--- config.mk ---
export PLATFORM = sky130hd
export DESIGN_NAME = icache_dm
export DESIGN_NICKNAME = d
export VERILOG_FILES = /design/src/rtl/icache_dm.sv
export SDC_FILE = /design/constraint.sdc
export NUM_CORES = 1
export LEC_CHECK = 0
export CAP_MARGIN = 10
export CORE_MARGIN = 2
export CORE_UTILIZATION = 50
export CTS_BUF_LIST = sky130_fd_sc_hd__clkbuf_8 sky130_fd_sc_hd__clkbuf_16
export DETAILED_ROUTE_END_ITERATION = 12
export HOLD_SLACK_MARGIN = 0.06
export PLACE_DENSITY = 0.67
export SYNTH_ARGS = -nofsm -noshare
export SYNTH_HDL_FRONTEND = slang
export SYNTH_SLANG_ARGS = --single-unit
--- constraint.sdc ---
create_clock -name clk -period 8.3 [get_ports clk]
set_input_delay 1.66 -clock clk [delete_from_list [all_inputs] [get_ports clk]]
set_output_delay 1.66 -clock clk [all_outputs]
set_load 0.005 [all_outputs]
--- src/rtl/icache_dm.sv ---
`default_nettype none
// ============================================================================
// Module   : icache_dm
// Purpose  : Direct-mapped, one-word-per-line instruction cache with
//            combinational hits and a stall-until-ready miss fill.
//            Optional macro ICACHE_FWD_EN forwards fill data in the fill cycle.
// Revision : 1.0 - initial release
// ============================================================================
module icache_dm #(
    parameter int NLINES = 16,
    parameter int IDXW   = 4
) (
    input  logic        clk,
    input  logic        rst_n,
    input  logic [31:0] cpu_addr,
    output logic [31:0] cpu_data,
    output logic        cpu_rdy,
    input  logic        inv,
    output logic [31:0] mem_addr,
    input  logic        mem_rdy,
    input  logic [31:0] mem_data
);

    localparam int C_TAGW = 32 - IDXW - 2;

    typedef enum logic [0:0] {
        S_IDLE = 1'b0,
        S_FILL = 1'b1
    } state_t;

    state_t              state_q, state_d;
    logic [31:0]         miss_addr_q, miss_addr_d;
    logic [NLINES-1:0]   valid_q, valid_d;
    logic [C_TAGW-1:0]   tag_q  [NLINES];
    logic [31:0]         data_q [NLINES];

    logic [IDXW-1:0]     w_idx;
    logic [C_TAGW-1:0]   w_tag;
    logic [IDXW-1:0]     w_miss_idx;
    logic                w_hit;
    logic                w_fill_we;

    assign w_idx      = cpu_addr[IDXW+1:2];
    assign w_tag      = cpu_addr[31:IDXW+2];
    assign w_miss_idx = miss_addr_q[IDXW+1:2];
    assign w_hit      = valid_q[w_idx] && (tag_q[w_idx] == w_tag);

    always_comb begin
        state_d     = state_q;
        miss_addr_d = miss_addr_q;
        valid_d     = valid_q;
        w_fill_we   = 1'b0;
        mem_addr    = cpu_addr;
        cpu_rdy     = 1'b0;
        cpu_data    = 32'h0;

        case (state_q)
            S_IDLE: begin
                // Drive the fetch address straight through so memory starts early
                cpu_rdy = w_hit;
                if (w_hit) begin
                    cpu_data = data_q[w_idx];
                end else begin
                    miss_addr_d = cpu_addr;
                    state_d     = S_FILL;
                end
            end
            S_FILL: begin
                mem_addr = miss_addr_q;
                if (mem_rdy) begin
                    w_fill_we            = 1'b1;
                    valid_d[w_miss_idx]  = 1'b1;
                    state_d              = S_IDLE;
`ifdef ICACHE_FWD_EN
                    if (cpu_addr[31:2] == miss_addr_q[31:2]) begin
                        cpu_rdy  = 1'b1;
                        cpu_data = mem_data;
                    end
`endif
                end
            end
            default: state_d = S_IDLE;
        endcase

        // Invalidate wins over a fill landing in the same cycle
        if (inv) begin
            valid_d = '0;
            state_d = S_IDLE;
        end
    end

    always_ff @(posedge clk or negedge rst_n) begin
        if (!rst_n) begin
            state_q     <= S_IDLE;
            miss_addr_q <= 32'h0;
            valid_q     <= '0;
        end else begin
            state_q     <= state_d;
            miss_addr_q <= miss_addr_d;
            valid_q     <= valid_d;
        end
    end

    // Payload arrays need no reset: a line is only visible through its valid bit
    always_ff @(posedge clk) begin
        if (w_fill_we) begin
            data_q[w_miss_idx] <= mem_data;
            tag_q[w_miss_idx]  <= miss_addr_q[31:IDXW+2];
        end
    end

endmodule
`default_nettype wire

==> results of run 1 <==
logic make-up (layout without fill, tap and decap cells):
logic type                after synthesis  count (layout)
DFF                                   977             977
AOI/OAI and AO/OA                      69              69
xor gates and xnor gates               47              47
and+or+nand+nor                       144             144
buffers and inverters                 103             366
muxes                                 397             397
other                                   0               1
power by group:
part / switching (mW) / internal [mW]
Clock: 1.79 / 2.24
Sequential: 0.0878 / 5.50
Combinational: 0.315 / 0.283
final cells by class:
class	count	area, sq um	area share, %
antenna	1	2.50	0.00566
clock buffer	103	2510	5.67
clock inverter	74	423	0.956
inverter	5	21.3	0.0481
multi-input combinational	657	9130	20.6
sequential	977	29100	65.8
tap	1030	1290	2.91
timing repair buffer	184	1760	3.99
registers in the layout, indices dropped and copies added, names as in the netlist:
register / count
tag_q: 416
data_q: 512
miss_addr_q: 32
state_q: 1
valid_q: 16
metrics by stage:
| step | std cells | total power [mW] | setup slack, ns | hold WS (ns) |
|---|---|---|---|---|
| floorplan | 1737 | 6.03 | 1.64 | 0.459 |
| global placement | 2853 | 6.28 | 0.771 | 0.468 |
| detailed placement | 2853 | 6.30 | 0.631 | 0.485 |
| CTS | 3030 | 10.3 | 0.607 | 0.499 |
| global route | 3030 | 10.5 | 0.415 | 0.520 |
| finish | 3031 | 10.2 | 0.659 | 0.498 |
cells in the mapped netlist, drive strengths merged (4+ instances only):
library cell  count  area [sq um]
edfxtp          928         27900
mux4            233          5250
mux2i           103          1030
mux2             61           800
buf              51           337
dfrtp            49          1230
nor2             48           180
clkbuf           47           176
nor4b            32           430
xnor2            32           280
a22oi            26           195
nand2            22          82.6
xor2             15           131
nor3             11          60.1
o21ai            10          50.0
nand4             8          56.3
nor4              6          52.6
a221oi            5          50.0
inv               5          18.8
a22o              4          35.0
o21a              4          30.0
per-layer routing:
metal	wire, um	up-vias
met4	1810	6
met5	37	-
met3	6120	136
met1	36600	9801
met2	43200	720
li1	-	7653
worst min-delay path, stage by stage (launching register included):
cell,delay (ns)
dfrtp_1,0.34
nor2_1,0.05
nor2_1,0.07
worst paths after layout:
check	endpoint	slack [ns]	cells past startpoint
max	cpu_data[30]	0.66	13
min	valid_q[7]	0.50	2
max reg2reg	miss_addr_q[20]	4.31	9
min reg2reg	valid_q[7]	0.50	2
max in group asynchronous	state_q	6.57	2
min in group asynchronous	miss_addr_q[17]	1.15	2
==> reports/results.tsv, run 1 <==
stage	metric	value	unit
drt	remaining antenna violation count	0	
drt	DR iter-0 viols	2149	
clock_tree	Max H-tree Level	3	
critical_path	Worst R2R Start	tag_q[11][13]	
global_routing	met3 Use GR	3.84	%
floorplanning	Cell Rows	101	
job	Max-Cap Viols	0	
clock_tree	post-cts sizing count	0	
critical_path	CP cell instances	clkdlybuf4s50_1, buf_4, buf_4, mux4_2, mux2i_1, xnor2_1, nor4_1, o22ai_1, nor3_2, nand4_4, buf_4, nor4b_1, clkdlybuf4s50_1	
cells_and_area	Nets	1989	
clock_tree	Root Buffer	clkbuf_16	
timing	worst slew pin tran	1.19	ns
global_routing	first-pass GRT wire length	129	mm
timing	Fin Clk Skew	0.0164	ns
critical_path	CP bufs+invs	5	
critical_path	CP startpoint	cpu_addr[4]	
global_routing	antenna violations before repair	4	
synthesis	post-synthesis sequential area ratio	75.3	%
floorplanning	Starting Density	50.7	%
synthesis	async set-or-reset flop fraction in the synthesized netlist	5.02	%
clock_tree	Skew-Pair Late Insertion Delay	0.64	ns
global_routing	Remaining Overflow, GRT	0	
critical_path	Critical Path Sink Type	output port	
synthesis	Post-Synth Adder-Cell Area	0	%
global_routing	GRT busiest layer	met2	
drt	drt pass-1 iters	6	
timing	final worst-path cycle share	92.1	%
timing	relative slew slack	20.4	%
power_and_ir_drop	Leakage	14.3	nW
critical_path	critical path class	input pin to output port	
place	port bufs	132	
critical_path	CP Launch Type	input pin	
synthesis	area fraction in compound gates after synthesis	1.38	%
timing	Final min period	7.64	ns
synthesis	Synth Net Count	1805	
global_routing	vias in the first global route	18800	
run_status	status	finished, final reports clean	
critical_path	worst endpoint data arrival time	5.98	ns
synthesis	Syn Area/Cell	22.2	sq um
clock_tree	Hold Buf Count CTS	0	
timing	pins over their slew limit	0	
global_routing	Tot GR Track Use	22.5	%
timing	Setup violations, final	0	
hold_path	Hold Path Origin	valid_q[7]	
cells_and_area	commonest non-fill, non-tap cell in the layout	edfxtp_1	
drt	drt via density	6.04	
drt	vias	18300	
drt	wire length per cell	28.9	um
timing	Max Fclk	131	MHz
place	placed cell area	41300	sq um
synthesis	Post-Synth XOR/XNOR Area	1.07	%
floorplanning	die extent in y	282	um
synthesis	Distinct cells, synth	57	
global_routing	largest net degree at the start of global routing	58	
place	DP HPWL	46.9	mm
cells_and_area	Finished Cell Area	44200	sq um
timing	RSZ-0062 raised after global routing	false	
synthesis	Post-synth EDFFs	928	
clock_tree	CTS tree	done	
clock_tree	Clock Pin Slew Worst Setup and Hold Paths	0.06	ns
cells_and_area	layout cells sized above 1	26.4	%
critical_path	slowest library cell on the worst path	clkdlybuf4s50_1	
global_routing	met2 Use GR	36.2	%
synthesis	Mapped Cells	1737	
synthesis	Yosys reg bits	977	
timing	setup TNS	0	ns
cells_and_area	synth-to-layout area growth	14.5	%
synthesis	Mapped Area	38600	sq um
critical_path	most used cell, CP	buf_4	
floorplanning	top-level I/O count	133	
cells_and_area	final core occ	58.0	%
synthesis	Synth warnings	0	
power_and_ir_drop	worst vdd ir	176	uV
cells_and_area	Fill cells	5398	
cells_and_area	most frequent cells in the layout	edfxtp_1 (928), mux4_2 (233), clkdlybuf4s50_1 (128)	
timing	final hold violations	0	
floorplanning	Core Area	76200	sq um
synthesis	Post-Synth Simple-Gate Area	2.54	%
clock_tree	Longest Clk Path Bufs	3	
power_and_ir_drop	PD cells	231	nW/um^2
floorplanning	Die Wd	282	um
critical_path	CP max FO	33	
synthesis	dominant synthesized flop cell	edfxtp_1	
critical_path	critical path's top delay family	buffers and inverters	
clock_tree	number of setup buffers added after CTS	0	
clock_tree	cts bufs inserted	96	
critical_path	delay of the slowest critical-path stage	0.69	ns
drt	Routed Wire Length	87.7	mm
clock_tree	clock sink count	977	
place	GP Congestion	0.793	
synthesis	mux cell area share after synthesis	18.3	%
critical_path	worst endpoint required time	6.64	ns
synthesis	combinational family with the most area after synthesis	multiplexers	
hold_path	worst hold path class	flop to flop	
global_routing	GRT met1 Usage	32.3	%
floorplanning	die area	79500	sq um
drt	DRC viols	0	
Power figures use the tool's default switching activity.
==> run 2, diff against run 1 <==
- CORE_UTILIZATION: 50 -> 40
- PLACE_DENSITY: 0.67 -> default
- clock period: 8.3 -> 9.7 ns (I/O delays scaled with it)
==> run 2 against run 1 <==
  * Clock skew rose by 0.0075 ns
  * Critical path depth fell by 1
  * Sequential share of layout area fell by 0.75 points
  * Die area rose by 25%
==> reports/results.tsv, run 2 (same netlist as run 1, synthesis figures left out) <==
stage	metric	value	unit	change
drt	remaining antenna violation count	0		unchanged
global_routing	Remaining Overflow, GRT	0		unchanged
critical_path	Worst R2R Start	state_q		
timing	Max Fclk	120	MHz	
clock_tree	cts bufs inserted	99		+3.1%
run_status	status	finished, final reports clean		
floorplanning	top-level I/O count	133		unchanged
floorplanning	die extent in y	315	um	+12%
hold_path	Hold Path Origin	valid_q[7]		
power_and_ir_drop	clock share of power	40.9	%	+1.4 points
drt	wire length per cell	28.0	um	-3.2%
clock_tree	post-cts sizing count	0		unchanged
critical_path	Reg2Reg Depth	6		-3
power_and_ir_drop	Leakage	14.4	nW	+0.47%
clock_tree	number of setup buffers added after CTS	0		unchanged
place	GP Congestion	0.738		-7.0%
cells_and_area	Largest regs	data_q x512, tag_q x416, miss_addr_q x32		
hold_path	worst hold path class	flop to flop		
clock_tree	CTS tree	done		
timing	worst slew pin tran	1.03	ns	-0.162 ns
power_and_ir_drop	Power Total	8.97	mW	-12%
timing	pins over their slew limit	0		unchanged
power_and_ir_drop	sw frac	21.6	%	+0.066 points
floorplanning	Starting Density	40.5	%	-10 points
cells_and_area	max reg flops	512		unchanged
drt	DRC viols	0		unchanged
cells_and_area	synth-to-layout area growth	15.8	%	
critical_path	Critical Path Sink Type	output port		
clock_tree	Hold Buf Count CTS	0		unchanged
cells_and_area	layout cells sized above 1	26.8	%	+0.42 points
clock_tree	Max H-tree Level	3		unchanged
critical_path	worst endpoint required time	7.76	ns	+1.12 ns
global_routing	largest net degree at the start of global routing	121		+110%
floorplanning	Core Area	95300	sq um	+25%
clock_tree	Skew-Pair Late Insertion Delay	0.65	ns	about the same
drt	vias	18300		-0.14%
cells_and_area	Nets	1994		+0.25%
power_and_ir_drop	combinational power share	5.7	%	about the same
global_routing	first-pass GRT wire length	133	mm	+3.5%
place	DP HPWL	49.3	mm	+5.1%
drt	drt pass-1 iters	5		-1
drt	DR iter-0 viols	1987		-7.5%
timing	final worst-path cycle share	85.8	%	
timing	RSZ-0062 raised after global routing	false		
critical_path	RR Endpoint	tag_q[8][15]		
clock_tree	Root Buffer	clkbuf_16		
timing	Fin Clk Skew	0.0238	ns	+0.00746 ns
floorplanning	Die Wd	315	um	+12%
critical_path	CP max FO	20		-39%
drt	drt via density	5.59		-7.5%
hold_path	Hold Path End	valid_q[7]		
cells_and_area	diode count	0		-1
global_routing	Tot GR Track Use	18.6	%	-3.9 points
global_routing	vias in the first global route	19000		+0.84%
drt	Routed Wire Length	91.6	mm	+4.5%
power_and_ir_drop	sw power	1.93	mW	-12%
global_routing	antenna violations before repair	7		+3
power_and_ir_drop	sequential share of power	53.4	%	-1.3 points
cells_and_area	most frequent cells in the layout	edfxtp_1 (928), mux4_2 (233), clkdlybuf4s50_1 (128)		
timing	relative slew slack	31.2	%	+11 points
clock_tree	Longest Clk Path Bufs	3		unchanged
floorplanning	Cell Rows	113		+12%
timing	Final min period	8.32	ns	
power_and_ir_drop	P_int	7.04	mW	-12%
hold_path	Worst Hold Depth	2		unchanged
timing	setup TNS	0	ns	unchanged
timing	final hold violations	0		unchanged
clock_tree	clock sink count	977		unchanged
critical_path	CP Launch Type	input pin		
cells_and_area	commonest non-fill, non-tap cell in the layout	edfxtp_1		
power_and_ir_drop	PD cells	201	nW/um^2	-13%
critical_path	FF-to-FF setup slack	5.55	ns	+1.24 ns
critical_path	worst endpoint data arrival time	6.38	ns	+0.40 ns
cells_and_area	Reg with most FFs	data_q		
timing	Setup violations, final	0		unchanged
job	Max-Cap Viols	0		unchanged
critical_path	critical path class	input pin to output port		
clock_tree	Clock Pin Slew Worst Setup and Hold Paths	0.06	ns	about the same
floorplanning	die area	99100	sq um	+25%
power_and_ir_drop	worst vdd ir	141	uV	-20%
place	port bufs	132		unchanged
run 2: area by class of cell:
class | count | area [sq um]
fill | 7872 | 50600
sequential | 977 | 29100
multi-input combinational | 657 | 9130
clock buffer | 103 | 2540
timing repair buffer | 186 | 1750
tap | 1265 | 1580
clock inverter | 78 | 619
inverter | 5 | 21.3
run 2: layer usage:
layer  GRT usage [%]  vias to the layer above  wire length, um
li1                -                     7689                -
met1            26.8                     9857            40100
met2            29.8                      600            44000
met3            3.35                      132             5830
met4            4.08                       12             1630
met5               0                        -               75
run 2: worst max-delay path by stage:
stage | from | end | slack [ns]
after floorplan | mem_rdy | data_q[0][0] | 2.76
after global placement | cpu_addr[3] | cpu_data[13] | 1.44
after detailed placement | cpu_addr[4] | cpu_data[3] | 1.36
after CTS | cpu_addr[4] | cpu_data[3] | 1.34
after global routing | cpu_addr[2] | cpu_data[23] | 1.07
final | cpu_addr[4] | cpu_data[3] | 1.38
run 2: power groups by stage:
stage | Clock [mW] | Sequential, mW | Combinational [mW]
2_1_floorplan | 0 | 4.84 | 0.317
3_3_place_gp | 0 | 4.87 | 0.517
3_5_place_dp | 0 | 4.88 | 0.523
4_1_cts | 3.74 | 4.79 | 0.525
5_1_grt | 3.91 | 4.79 | 0.552
6_report | 3.67 | 4.79 | 0.513
run 2: per-stage QoR:
step	worst slack [ns]	utilization, %	cells	hold slack [ns]	area (sq um)
5_1_grt	1.07	46.9	3271	0.518	44700
3_5_place_dp	1.36	43.6	3090	0.485	41600
4_1_cts	1.34	46.9	3271	0.499	44700
3_3_place_gp	1.44	43.6	3090	0.468	41600
6_report	1.38	46.9	3271	0.495	44700
2_1_floorplan	2.76	-	1737	0.459	38600
run 2: critical path, stage by stage:
cell and delay [ns]:
clkdlybuf4s50_1 0.69, nor2b_1 0.38, buf_4 0.33, a22oi_1 0.17
a211o_1 0.32, a31oi_1 0.19, o2111ai_1 0.21, nor4_1 0.28
nand2_2 0.57, buf_4 0.46, nor4b_2 0.24, clkdlybuf4s50_1 0.55
==> run 3, diff against run 2 <==
- CORE_UTILIZATION: 40 -> 55
- PLACE_DENSITY: default -> 0.73
==> run 3 against run 2 <==
  * Fmax shrank 5.2%
  * Setup slack worse by 0.45 ns
  * Clock power hardly changed
  * Critical endpoint is now cpu_data[5]
==> reports/results.tsv, run 3 (same netlist as run 1, synthesis figures left out) <==
stage	metric	value	unit	change
timing	final worst-path cycle share	90.4	%	+4.7 points
timing	final setup margin	0.928	ns	-0.454 ns
global_routing	largest net degree at the start of global routing	77		-36%
run_status	status	finished, final reports clean		
drt	DR iter-0 viols	1906		-4.1%
cells_and_area	Reg with most FFs	data_q		
power_and_ir_drop	PD cells	203	nW/um^2	+1.3%
floorplanning	die area	72400	sq um	-27%
timing	setup TNS	0	ns	unchanged
floorplanning	top-level I/O count	133		unchanged
clock_tree	Skew-Pair Late Insertion Delay	0.67	ns	+0.02 ns
power_and_ir_drop	Leakage	14.3	nW	-0.48%
global_routing	antenna violations before repair	5		-2
critical_path	Critical Path Sink Type	output port		
clock_tree	post-cts sizing count	0		unchanged
clock_tree	CTS tree	done		
cells_and_area	commonest non-fill, non-tap cell in the layout	edfxtp_1		
place	Setup WS pre-CTS	0.848	ns	-0.512 ns
cells_and_area	synth-to-layout area growth	14.6	%	
power_and_ir_drop	Power Total	8.99	mW	+0.23%
clock_tree	Longest Clk Path Bufs	3		unchanged
job	Max-Cap Viols	0		unchanged
timing	pins over their slew limit	0		unchanged
timing	Final min period	8.77	ns	+0.454 ns
floorplanning	Cell Rows	97		-14%
floorplanning	Starting Density	55.4	%	+15 points
cells_and_area	Nets	1979		-0.75%
power_and_ir_drop	worst vdd ir	156	uV	+11%
place	placed cell area	41100	sq um	-1.2%
cells_and_area	max reg flops	512		unchanged
clock_tree	number of setup buffers added after CTS	0		unchanged
timing	Worst Hold Margin	0.504	ns	+0.00919 ns
global_routing	vias in the first global route	19100		+0.48%
critical_path	CP cell instances	clkdlybuf4s50_1, inv_4, buf_4, mux4_2, xor2_1, a211oi_1, nand2_2, buf_4, nor4b_2, clkdlybuf4s50_1		
drt	wire length per cell	30.1	um	+7.5%
place	GP Congestion	0.810		+9.8%
clock_tree	Clock Pin Slew Worst Setup and Hold Paths	0.06	ns	about the same
clock_tree	Max H-tree Level	3		unchanged
hold_path	worst hold path class	flop to flop		
drt	Routed Wire Length	88.3	mm	-3.7%
hold_path	Hold Path Origin	valid_q[4]		
critical_path	Worst R2R Start	tag_q[15][13]		
timing	Setup violations, final	0		unchanged
floorplanning	Core Area	69800	sq um	-27%
critical_path	CP bufs+invs	5		+1
timing	RSZ-0062 raised after global routing	false		
clock_tree	clock sink count	977		unchanged
global_routing	first-pass GRT wire length	129	mm	-3.2%
timing	Max Fclk	114	MHz	-5.2%
global_routing	Remaining Overflow, GRT	0		unchanged
place	port bufs	132		unchanged
timing	Fin Clk Skew	0.0275	ns	+0.00369 ns
timing	worst slew pin tran	1.16	ns	+0.133 ns
drt	drt via density	6.38		+14%
critical_path	CP startpoint	cpu_addr[4]		
cells_and_area	Finished Cell Area	44300	sq um	-1.0%
critical_path	critical path's top delay family	buffers and inverters		
floorplanning	Die Wd	269	um	-15%
clock_tree	Hold Buf Count CTS	0		unchanged
cells_and_area	Fill cells	4608		-41%
place	DP HPWL	46.3	mm	-6.1%
cells_and_area	Largest regs	data_q x512, tag_q x416, miss_addr_q x32		
drt	vias	18700		+2.2%
critical_path	delay of the slowest critical-path stage	0.87	ns	+0.18 ns
global_routing	Tot GR Track Use	25.0	%	+6.4 points
drt	remaining antenna violation count	0		unchanged
cells_and_area	layout cells sized above 1	26.5	%	-0.27 points
critical_path	CP max FO	23		+15%
clock_tree	Root Buffer	clkbuf_16		
timing	final hold violations	0		unchanged
timing	relative slew slack	22.3	%	-8.9 points
critical_path	CP Launch Type	input pin		
critical_path	slowest library cell on the worst path	clkdlybuf4s50_1		
drt	drt pass-1 iters	5		unchanged
cells_and_area	most frequent cells in the layout	edfxtp_1 (928), mux4_2 (233), clkdlybuf4s50_1 (128)		
floorplanning	die extent in y	269	um	-15%
clock_tree	cts bufs inserted	95		-4.0%
critical_path	worst endpoint required time	7.76	ns	about the same
critical_path	critical path class	input pin to output port		
drt	DRC viols	0		unchanged
critical_path	worst endpoint data arrival time	6.83	ns	+0.45 ns
## run 3: cell count changes in the layout (fill, tap and decap cells not counted), sizes merged, moves of 2 or more
cell / delta
diode: +2
bufinv: +4
buf: -11
clkbuf: -4
clkinv: -9
clkinvlp: +4
## run 3: cell type report
cell class	instances	area [sq um]	share of cell area [%]
clock inverters	76	748	1.69
multi-input cells	657	9130	20.6
repair buffers	175	1670	3.77
well taps	940	1180	2.66
diodes	2	5.00	0.0113
flip-flops and latches	977	29100	65.7
clock buffers	99	2430	5.49
inverters	5	21.3	0.0480
## run 3: per-layer routing
| layer | share of wire, % | GRT usage [%] |
|---|---|---|
| met5 | 0.048 | 0 |
| met4 | 2.3 | 7.33 |
| met3 | 7.7 | 4.17 |
| met2 | 50 | 40.7 |
| met1 | 40 | 35.4 |
## run 3: worst paths after layout
check,end,slack (ns),cells after the start
worst min register to register,valid_q[4],0.50,2
worst max-delay path,cpu_data[5],0.93,10
worst max register to register,miss_addr_q[22],5.46,9
max in group asynchronous,state_q,7.66,2
worst min-delay path,valid_q[4],0.50,2
min in group asynchronous,miss_addr_q[19],1.43,2
## run 3: tightest hold or removal path: stages, from the launching register on
cell	delay (ns)
dfrtp_1	0.35
nor2_1	0.05
nor2_1	0.07
## run 3: where the power goes
| group | internal, mW | switching, mW | leakage [nW] |
|---|---|---|---|
| Clock | 2.12 | 1.58 | 1.62 |
| Sequential | 4.71 | 0.0789 | 8.96 |
| Combinational | 0.239 | 0.267 | 3.75 |
## run 3: metrics by stage
stage	utilization, %	std cells
2_1_floorplan	-	1737
3_3_place_gp	58.9	2754
3_5_place_dp	58.9	2754
4_1_cts	63.4	2929
5_1_grt	63.4	2931
6_report	63.4	2931
